===== src/rtl/jtag_pkg.sv =====
// Shared types and constants for the JTAG-to-AXI4-Lite master controller.
//   axi_status_t    : 3-bit result code reported on txn_status
//   axi_ctrl_fsm_t  : controller state encoding
//   AXI_RESP_*      : AXI4-Lite BRESP/RRESP encodings
//   resp_to_status  : folds an AXI response into an axi_status_t
package jtag_pkg;

    typedef enum logic [2:0] {
        STAT_IDLE    = 3'd0,
        STAT_RUNNING = 3'd1,
        STAT_OKAY    = 3'd2,
        STAT_SLVERR  = 3'd3,
        STAT_DECERR  = 3'd4,
        STAT_TIMEOUT = 3'd5
    } axi_status_t;

    typedef enum logic [2:0] {
        FSM_IDLE    = 3'd0,
        FSM_WR_REQ  = 3'd1,
        FSM_WR_RESP = 3'd2,
        FSM_RD_REQ  = 3'd3,
        FSM_RD_RESP = 3'd4
    } axi_ctrl_fsm_t;

    localparam logic [1:0] AXI_RESP_OKAY   = 2'b00;
    localparam logic [1:0] AXI_RESP_EXOKAY = 2'b01;
    localparam logic [1:0] AXI_RESP_SLVERR = 2'b10;
    localparam logic [1:0] AXI_RESP_DECERR = 2'b11;

    // EXOKAY is folded into OKAY: the JTAG side has no exclusive-access notion.
    function automatic axi_status_t resp_to_status(input logic [1:0] resp);
        axi_status_t st;
        case (resp)
            AXI_RESP_OKAY:   st = STAT_OKAY;
            AXI_RESP_EXOKAY: st = STAT_OKAY;
            AXI_RESP_SLVERR: st = STAT_SLVERR;
            AXI_RESP_DECERR: st = STAT_DECERR;
            default:         st = STAT_DECERR;
        endcase
        return st;
    endfunction

endpackage


===== src/rtl/jtag_axi_master_ctrl.sv =====
// JTAG-driven AXI4-Lite single-transaction master.
// A one-cycle txn_valid pulse (from the JTAG update stage) launches one AXI4-Lite
// read or write; the result is reported on txn_status / txn_rdata and held until
// the next accepted request. Requests arriving while busy are dropped.
// Optional build macro: JTAG_AXI_TIMEOUT_EN adds the TIMEOUT_CYCLES parameter and
// an abort counter that returns the controller to IDLE with status TIMEOUT.
// Ports:
//   tck, trstn                         clock, synchronous active-low reset
//   txn_valid/write/addr/wdata/wstrb   request from the JTAG data registers
//   txn_busy, txn_rdata, txn_status    request status back to JTAG
//   aw*/w*/b*/ar*/r*                   AXI4-Lite master channels (prot tied to 0)
module jtag_axi_master_ctrl
    import jtag_pkg::*;
#(
    parameter int ADDR_WIDTH = 32,
    parameter int DATA_WIDTH = 32
`ifdef JTAG_AXI_TIMEOUT_EN
    ,
    parameter int TIMEOUT_CYCLES = 4096
`endif
) (
    input  logic                    tck,
    input  logic                    trstn,
    input  logic                    txn_valid,
    input  logic                    txn_write,
    input  logic [ADDR_WIDTH-1:0]   txn_addr,
    input  logic [DATA_WIDTH-1:0]   txn_wdata,
    input  logic [DATA_WIDTH/8-1:0] txn_wstrb,
    output logic                    txn_busy,
    output logic [DATA_WIDTH-1:0]   txn_rdata,
    output logic [2:0]              txn_status,
    output logic [ADDR_WIDTH-1:0]   awaddr,
    output logic [2:0]              awprot,
    output logic                    awvalid,
    input  logic                    awready,
    output logic [DATA_WIDTH-1:0]   wdata,
    output logic [DATA_WIDTH/8-1:0] wstrb,
    output logic                    wvalid,
    input  logic                    wready,
    input  logic [1:0]              bresp,
    input  logic                    bvalid,
    output logic                    bready,
    output logic [ADDR_WIDTH-1:0]   araddr,
    output logic [2:0]              arprot,
    output logic                    arvalid,
    input  logic                    arready,
    input  logic [DATA_WIDTH-1:0]   rdata,
    input  logic [1:0]              rresp,
    input  logic                    rvalid,
    output logic                    rready
);

    axi_ctrl_fsm_t           state_r;
    axi_status_t             status_r;
    logic [DATA_WIDTH-1:0]   rdata_r;
    logic [ADDR_WIDTH-1:0]   awaddr_r;
    logic [ADDR_WIDTH-1:0]   araddr_r;
    logic [DATA_WIDTH-1:0]   wdata_r;
    logic [DATA_WIDTH/8-1:0] wstrb_r;
    logic                    awvalid_r;
    logic                    wvalid_r;
    logic                    bready_r;
    logic                    arvalid_r;
    logic                    rready_r;
    logic                    tmo_hit_s;

`ifdef JTAG_AXI_TIMEOUT_EN
    localparam int TMO_W = $clog2(TIMEOUT_CYCLES + 1);
    localparam logic [TMO_W-1:0] TMO_LAST = TMO_W'(TIMEOUT_CYCLES - 1);

    logic [TMO_W-1:0] tmo_cnt_r;

    // Flags the last permitted busy cycle; the FSM aborts on the edge that ends it.
    always_comb begin
        tmo_hit_s = (state_r != FSM_IDLE) && (tmo_cnt_r == TMO_LAST);
    end

    // Busy-cycle counter: zero in IDLE (hence at acceptance), counts every busy cycle.
    always_ff @(posedge tck) begin
        if (!trstn) begin
            tmo_cnt_r <= '0;
        end else if (state_r == FSM_IDLE || tmo_hit_s) begin
            tmo_cnt_r <= '0;
        end else begin
            tmo_cnt_r <= tmo_cnt_r + TMO_W'(1);
        end
    end
`else
    // No abort path: the controller waits on the slave indefinitely.
    always_comb begin
        tmo_hit_s = 1'b0;
    end
`endif

    // Transaction FSM with all AXI and status outputs registered.
    always_ff @(posedge tck) begin
        if (!trstn) begin
            state_r   <= FSM_IDLE;
            status_r  <= STAT_IDLE;
            rdata_r   <= '0;
            awaddr_r  <= '0;
            araddr_r  <= '0;
            wdata_r   <= '0;
            wstrb_r   <= '0;
            awvalid_r <= 1'b0;
            wvalid_r  <= 1'b0;
            bready_r  <= 1'b0;
            arvalid_r <= 1'b0;
            rready_r  <= 1'b0;
        end else if (tmo_hit_s) begin
            // Abort wins over any handshake landing on the same edge.
            state_r   <= FSM_IDLE;
            status_r  <= STAT_TIMEOUT;
            awvalid_r <= 1'b0;
            wvalid_r  <= 1'b0;
            bready_r  <= 1'b0;
            arvalid_r <= 1'b0;
            rready_r  <= 1'b0;
        end else begin
            case (state_r)
                FSM_IDLE: begin
                    if (txn_valid) begin
                        // Latch the whole request so AXI payloads stay stable under valid.
                        awaddr_r <= txn_addr;
                        araddr_r <= txn_addr;
                        wdata_r  <= txn_wdata;
                        wstrb_r  <= txn_wstrb;
                        status_r <= STAT_RUNNING;
                        if (txn_write) begin
                            awvalid_r <= 1'b1;
                            wvalid_r  <= 1'b1;
                            state_r   <= FSM_WR_REQ;
                        end else begin
                            arvalid_r <= 1'b1;
                            state_r   <= FSM_RD_REQ;
                        end
                    end
                end
                FSM_WR_REQ: begin
                    if (awvalid_r && awready) begin
                        awvalid_r <= 1'b0;
                    end
                    if (wvalid_r && wready) begin
                        wvalid_r <= 1'b0;
                    end
                    // A channel is finished if it already handshook or handshakes now.
                    if ((!awvalid_r || awready) && (!wvalid_r || wready)) begin
                        bready_r <= 1'b1;
                        state_r  <= FSM_WR_RESP;
                    end
                end
                FSM_WR_RESP: begin
                    if (bvalid) begin
                        bready_r <= 1'b0;
                        status_r <= resp_to_status(bresp);
                        state_r  <= FSM_IDLE;
                    end
                end
                FSM_RD_REQ: begin
                    if (arready) begin
                        arvalid_r <= 1'b0;
                        rready_r  <= 1'b1;
                        state_r   <= FSM_RD_RESP;
                    end
                end
                FSM_RD_RESP: begin
                    if (rvalid) begin
                        rready_r <= 1'b0;
                        rdata_r  <= rdata;
                        status_r <= resp_to_status(rresp);
                        state_r  <= FSM_IDLE;
                    end
                end
                default: begin
                    state_r   <= FSM_IDLE;
                    awvalid_r <= 1'b0;
                    wvalid_r  <= 1'b0;
                    bready_r  <= 1'b0;
                    arvalid_r <= 1'b0;
                    rready_r  <= 1'b0;
                end
            endcase
        end
    end

    assign txn_busy   = (state_r != FSM_IDLE);
    assign txn_rdata  = rdata_r;
    assign txn_status = status_r;
    assign awaddr     = awaddr_r;
    assign awprot     = 3'b000;
    assign awvalid    = awvalid_r;
    assign wdata      = wdata_r;
    assign wstrb      = wstrb_r;
    assign wvalid     = wvalid_r;
    assign bready     = bready_r;
    assign araddr     = araddr_r;
    assign arprot     = 3'b000;
    assign arvalid    = arvalid_r;
    assign rready     = rready_r;

endmodule


===== config.mk =====
export PLATFORM = sky130hd
export DESIGN_NAME = jtag_axi_master_ctrl
export DESIGN_NICKNAME = d
export VERILOG_FILES = /design/src/rtl/jtag_pkg.sv /design/src/rtl/jtag_axi_master_ctrl.sv
export SDC_FILE = /design/constraint.sdc
export NUM_CORES = 1
export LEC_CHECK = 0
export BUFFER_PORTS_ARGS = -buffer_cell sky130_fd_sc_hd__buf_2
export CORE_MARGIN = 2
export CORE_UTILIZATION = 25
export DETAILED_ROUTE_END_ITERATION = 16
export PLACE_DENSITY = 0.58
export SKIP_LAST_GASP = 1
export SLEW_MARGIN = 20
export SYNTH_ARGS = -nofsm -noshare
export SYNTH_HDL_FRONTEND = slang
export SYNTH_SLANG_ARGS = --single-unit

===== constraint.sdc =====
create_clock -name tck -period 2.27 [get_ports tck]
set_clock_uncertainty 0.1 [all_clocks]
set_input_delay 0.1135 -clock tck [delete_from_list [all_inputs] [get_ports tck]]
set_output_delay 0.1135 -clock tck [all_outputs]
set_load 0.02 [all_outputs]

# After elaboration in Yosys (flattened, before gate mapping)
# Cells that the tools add are included.
# classes
n_eq_ne	19
bitwise	4
reduce_logical	27
muxes	29
# op_table
operator	n
3-bit case mux with 3 select lines	3
3-bit 2-to-1 mux	8
2-bit != test (second input constant)	9
4-bit AND reduction	4
1-bit case mux with 3 select lines	5
3-bit case mux with 5 select lines	1
3-bit OR reduction	4
1-bit 2-to-1 mux	11
2-bit equality test (second input constant)	4
3-bit by 2-bit equality test with 1-bit output (second input constant)	2
3-bit AND reduction	2
3-bit nonzero test	2
5-bit AND reduction	1
2-bit by 1-bit equality test with 1-bit output (second input constant)	2
2-bit zero test	2
1-bit inverter	4
2-bit AND reduction	2
2-bit OR reduction	2
3-bit by 1-bit equality test with 1-bit output (second input constant)	1
3-bit equality test (second input constant)	1
1-bit logical AND	3
3-bit zero test	1
1-bit zero test	2
1-bit logical OR	2
2-bit 2-to-1 mux	1
# totals
output_inout_bits	147
reg_bits	111

# Logic depth before layout (Yosys ltp)
# depth
depth_word	5
depth_mapped	7
depth_no_buf	4

# Least setup slack after synthesis
# Ideal clock, no wire load.
# synth_path
kind	reg2reg
start	register state_r[1]
end	register status_r[0], in the netlist txn_status[0]
setup_time_ps	130
stages_incl_launch_ff	6
t_arrival_ps	1221
n_path_buf	1
synth_period_minus_slack_ps	1450
path_slack_ps	820
cell_sequence	dfxtp_1 -> buf_2 -> or2_2 -> a31oi_4 -> nor2b_1 -> nor3_2
# synth_via
elab_chain_cells	3
# synth_rtl
item	line	rtl
start, declared	jtag_axi_master_ctrl.sv:53	axi_ctrl_fsm_t state_r;
start signal, assigned	jtag_axi_master_ctrl.sv:98	state_r <= FSM_IDLE;
start signal, assigned	jtag_axi_master_ctrl.sv:112	state_r <= FSM_IDLE;
start signal, assigned	jtag_axi_master_ctrl.sv:132	state_r <= FSM_WR_REQ;
3-bit equality test, or another cell as far along	jtag_axi_master_ctrl.sv:120	case (state_r)
2-bit != test (no line) / 3-bit nonzero test (equally long branches)	n/a	
4-bit AND reduction (no line)	n/a	
end signal, assigned	jtag_axi_master_ctrl.sv:155	status_r <= resp_to_status(bresp);
end signal, assigned	jtag_axi_master_ctrl.sv:170	status_r <= resp_to_status(rresp);
end, declared	jtag_axi_master_ctrl.sv:54	axi_status_t status_r;
# Several ways; a longest one is shown, not always the timed one.
# A chain may end at the register's enable or synchronous reset.

# Worst setup path after layout
# layout_path
start	register state_r[1]
end	register wdata_r[4], in the netlist wdata[4]
# layout_via
elab_chain_cells	2
# layout_rtl
item	line	rtl
3-bit zero test	jtag_axi_master_ctrl.sv:120	
2-bit AND reduction (no line)	n/a	
end signal, assigned	jtag_axi_master_ctrl.sv:126	wdata_r <= txn_wdata;
end, declared	jtag_axi_master_ctrl.sv:58	logic [DATA_WIDTH-1:0] wdata_r;
# Every way passes these cells.

==> impl_results.rst <==
.. list-table::
   :header-rows: 1

   * - Metric
     - Value
   * - Number of distinct library cell variants in the gate-level netlist after synthesis
     - 37
   * - Die Span X
     - between 100 and 150 um
   * - Placement Rows
     - 48
   * - Worst relative slew slack
     - between 60% and 70%
   * - RePlAce Congestion
     - approximately 0.75
   * - Yosys warning count
     - 0
   * - Number of inserted diodes
     - 0
   * - Wire per inst
     - around 13 um
   * - Remaining global-route overflow
     - 0
   * - Setup-failing EPs final
     - 0
   * - Total CTS buffers
     - 9
   * - Number of register bits inferred by synthesis
     - between 100 and 150
   * - Most used DFF post-synth
     - dfxtp_1
   * - Vias in the first global route
     - between 4k and 5k
   * - P_leak
     - roughly 0.0032 uW
   * - Data arrival time at the worst-slack endpoint
     - 1.92 ns
   * - Startpoint of the lowest-slack hold path
     - arready
   * - Starting density of the core
     - between 20% and 30%
   * - Synth-to-layout area growth
     - 56.9%
   * - Critical register-to-register path startpoint
     - state_r[1]
   * - Number of vias per cell
     - 4.28
   * - Area share of the largest cell type after synthesis
     - between 50 and 60%
   * - Clock latency on the worst-skew pair
     - ~0.35 ns
   * - Post-route antenna net violation count
     - 0
   * - H-Tree Level Count
     - 3
   * - Antenna violations before repair
     - 2
   * - Sequential-to-total area share from yosys stat
     - approximately 50%
   * - Most common cell in the netlist
     - nand2_1
   * - Die height
     - 137 um
   * - Power Density
     - around 700 mW/mm2
   * - Wire length of the first global-routing pass
     - 21100 um
   * - Unrepaired setup endpoints after global routing
     - false
   * - Period minus WS final
     - about 1.8 ns
   * - Fraction of synthesis flops using an asynchronous set or reset pin
     - 0%
   * - Maximum operating frequency
     - between 500 and 600 MHz
   * - Total routing resource utilization after global routing
     - around 14%
   * - Cell Area, Synth
     - 0.00441 mm2
   * - Final core utilization
     - around two fifths
   * - Pre-Repair DR Iteration Count
     - 4
   * - Post-detail-place hpwl
     - ~9300 um
   * - Via count of the routed design
     - ~4.7k
   * - Clock transition at the registers of the reported paths
     - around 0.080 ns
   * - Final sum of negative setup slack
     - 0 ns
   * - Ratio of cells with drive above 1 in the final layout
     - between 30% and 40%
   * - Clk sink count
     - about 110
   * - Net count reported at finish
     - between 900 and 1k
   * - Number of synthesized flops with an enable pin
     - 0
   * - Data required, critical path
     - between 2 and 2.5 ns
   * - Multi-input gate area
     - between 0.0015 and 0.002 mm2
   * - Largest net degree at the start of global routing
     - 39
   * - Top cells by area, synth
     - dfxtp_1 50%, nand2_1 18%, a21oi_1 12%
   * - Top cells by instance count after synthesis
     - 207 x nand2_1, 111 x dfxtp_1, 106 x a21oi_1
   * - Max Cap Violations
     - 0
   * - Cell total after placement
     - about 980
   * - Run status
     - finished, final reports clean
   * - Transition time at the pin with the least slew margin
     - 0.494 ns
   * - Count of fill cells added during filler insertion
     - 1720
   * - Core box area
     - 0.0173 mm2
   * - Area leader, netlist
     - dfxtp_1
   * - Category of the worst setup path capture point
     - flop
   * - Count of pins on the block boundary
     - between 200 and 300
   * - Clock Path Buffers
     - 2
   * - Worst setup slack for register-to-register paths
     - around 0.52 ns
   * - Iteration-0 DRC count of the detailed router
     - 210
   * - Kind of critical path
     - reg -> reg
   * - Die Footprint
     - roughly 0.019 mm2
   * - Number of cells on the worst hold path
     - 3
   * - Sort of element at the start of the critical path
     - flop
   * - Number of buffers inserted by port buffering
     - 253
   * - Detailed-route DRC error count
     - 0
   * - Endpoint of the lowest-slack register-to-register path
     - wdata[4]
   * - CTS Root Cell
     - clkbuf_16
   * - Largest fanout on the critical path
     - 27
   * - Number of cell instances on the worst register-to-register path
     - 5
   * - Synth Area per Inst
     - slightly below 8 um2
   * - TritonCTS clock tree
     - yes
   * - Final worst-path cycle share
     - 77.1%
   * - Max-slew violations
     - 0
   * - Maximum vdd ir drop
     - 0.000428 V
   * - Classification of the worst-slack hold path
     - in -> reg
   * - Fin cells
     - approximately 1.1k
   * - Wire length reported by the detailed router
     - between 10000 and 15000 um
   * - Area used by sequential logic in the layout
     - around 0.0022 mm2
   * - Post-synthesis cell count
     - approximately 560
   * - Hold Path Sink
     - rready
   * - Final Hold Viols
     - 0
how the worst max path moves through the flow:
stage               slack [ns]  depth (start not counted)        from       endpoint
detailed placement        0.55                          5  state_r[1]     araddr[17]
global placement          0.57                          5  state_r[1]         wvalid
floorplan                 0.82                          5  state_r[1]  txn_status[0]
CTS                       0.51                          5  state_r[1]     araddr[17]
global route              0.39                          5  state_r[1]      araddr[0]
finish                    0.52                          5  state_r[1]       wdata[4]
where the power goes:
group,internal [uW],total (uW),switching (uW)
clock,742,1460,715
sequential,2090,2180,88.3
combinational,499,1220,723
cell usage in the layout (no fill, tap or decap), types with 3 or more instances in the layout:
cell type / instances
buf_2: 253
nand2_1: 206
dfxtp_1: 111
a21oi_1: 106
dlygate4sd3_1: 102
buf_4: 10
clkbuf_16: 9
inv_1: 8
conb_1: 6
nor2_1: 5
nor2b_1: 5
nand3_1: 5
o21ai_0: 5
clkinv_2: 4
nand2b_1: 3
buf_12: 3
worst max-delay path: stages, from the launching register on:
cell	delay (ns)
dfxtp_1	0.42
nor3_2	0.24
and2_2	0.45
buf_12	0.22
nand2_1	0.08
a21oi_1	0.15
state kept, by name (all words and copies together) (netlist names):
signal and flops:
araddr 32, txn_rdata 32, wdata 32, wstrb 4
state_r 3, txn_status 3, arvalid 1, awvalid 1
bready 1, rready 1, wvalid 1
timing repair:
| action | in CTS | in global routing |
|---|---|---|
| gates resized for setup | 0 | 0 |
| setup buffers | 0 | 0 |
| endpoints found under the hold margin | 106 | 0 |
| hold buffers | 102 | 0 |
layer usage:
layer	routed length, um	track usage [%]	vias up
met5	27	0	-
met2	7070	25.6	166
met1	5670	15.3	2113
met4	269	5.33	4
li1	-	-	2401
met3	1100	5.26	24
cell families (layout without fill, tap and decap cells):
family	after synthesis	in the layout	synth area share, %
other	1	6	0.0850
AOI/OAI and AO/OA	127	127	15.8
buffers and inverters	86	392	11.6
and+or+nand+nor	238	238	21.9
DFF	111	111	50.4
muxes	1	1	0.227
stage by stage:
stage	setup WS, ns	hold slack (ns)	instance area (um2)	total power (uW)
2_1_floorplan	0.820	0.149	4430	2960
3_3_place_gp	0.573	0.255	5640	3310
3_5_place_dp	0.546	0.258	5640	3310
4_1_cts	0.510	0.0000683	6920	4950
5_1_grt	0.388	0.0336	6920	5140
6_report	0.519	0.0247	6920	4860
final cells by class:
| type | instances | share of cell area [%] |
|---|---|---|
| multi-input cells | 372 | 24.6 |
| flip-flops and latches | 111 | 32.1 |
| clock buffers | 10 | 3.31 |
| inverters | 9 | 0.506 |
| clock inverters | 5 | 0.470 |
| well taps | 225 | 4.07 |
| repair buffers | 368 | 35.0 |
No activity file was read; power rests on OpenSTA's default activity.
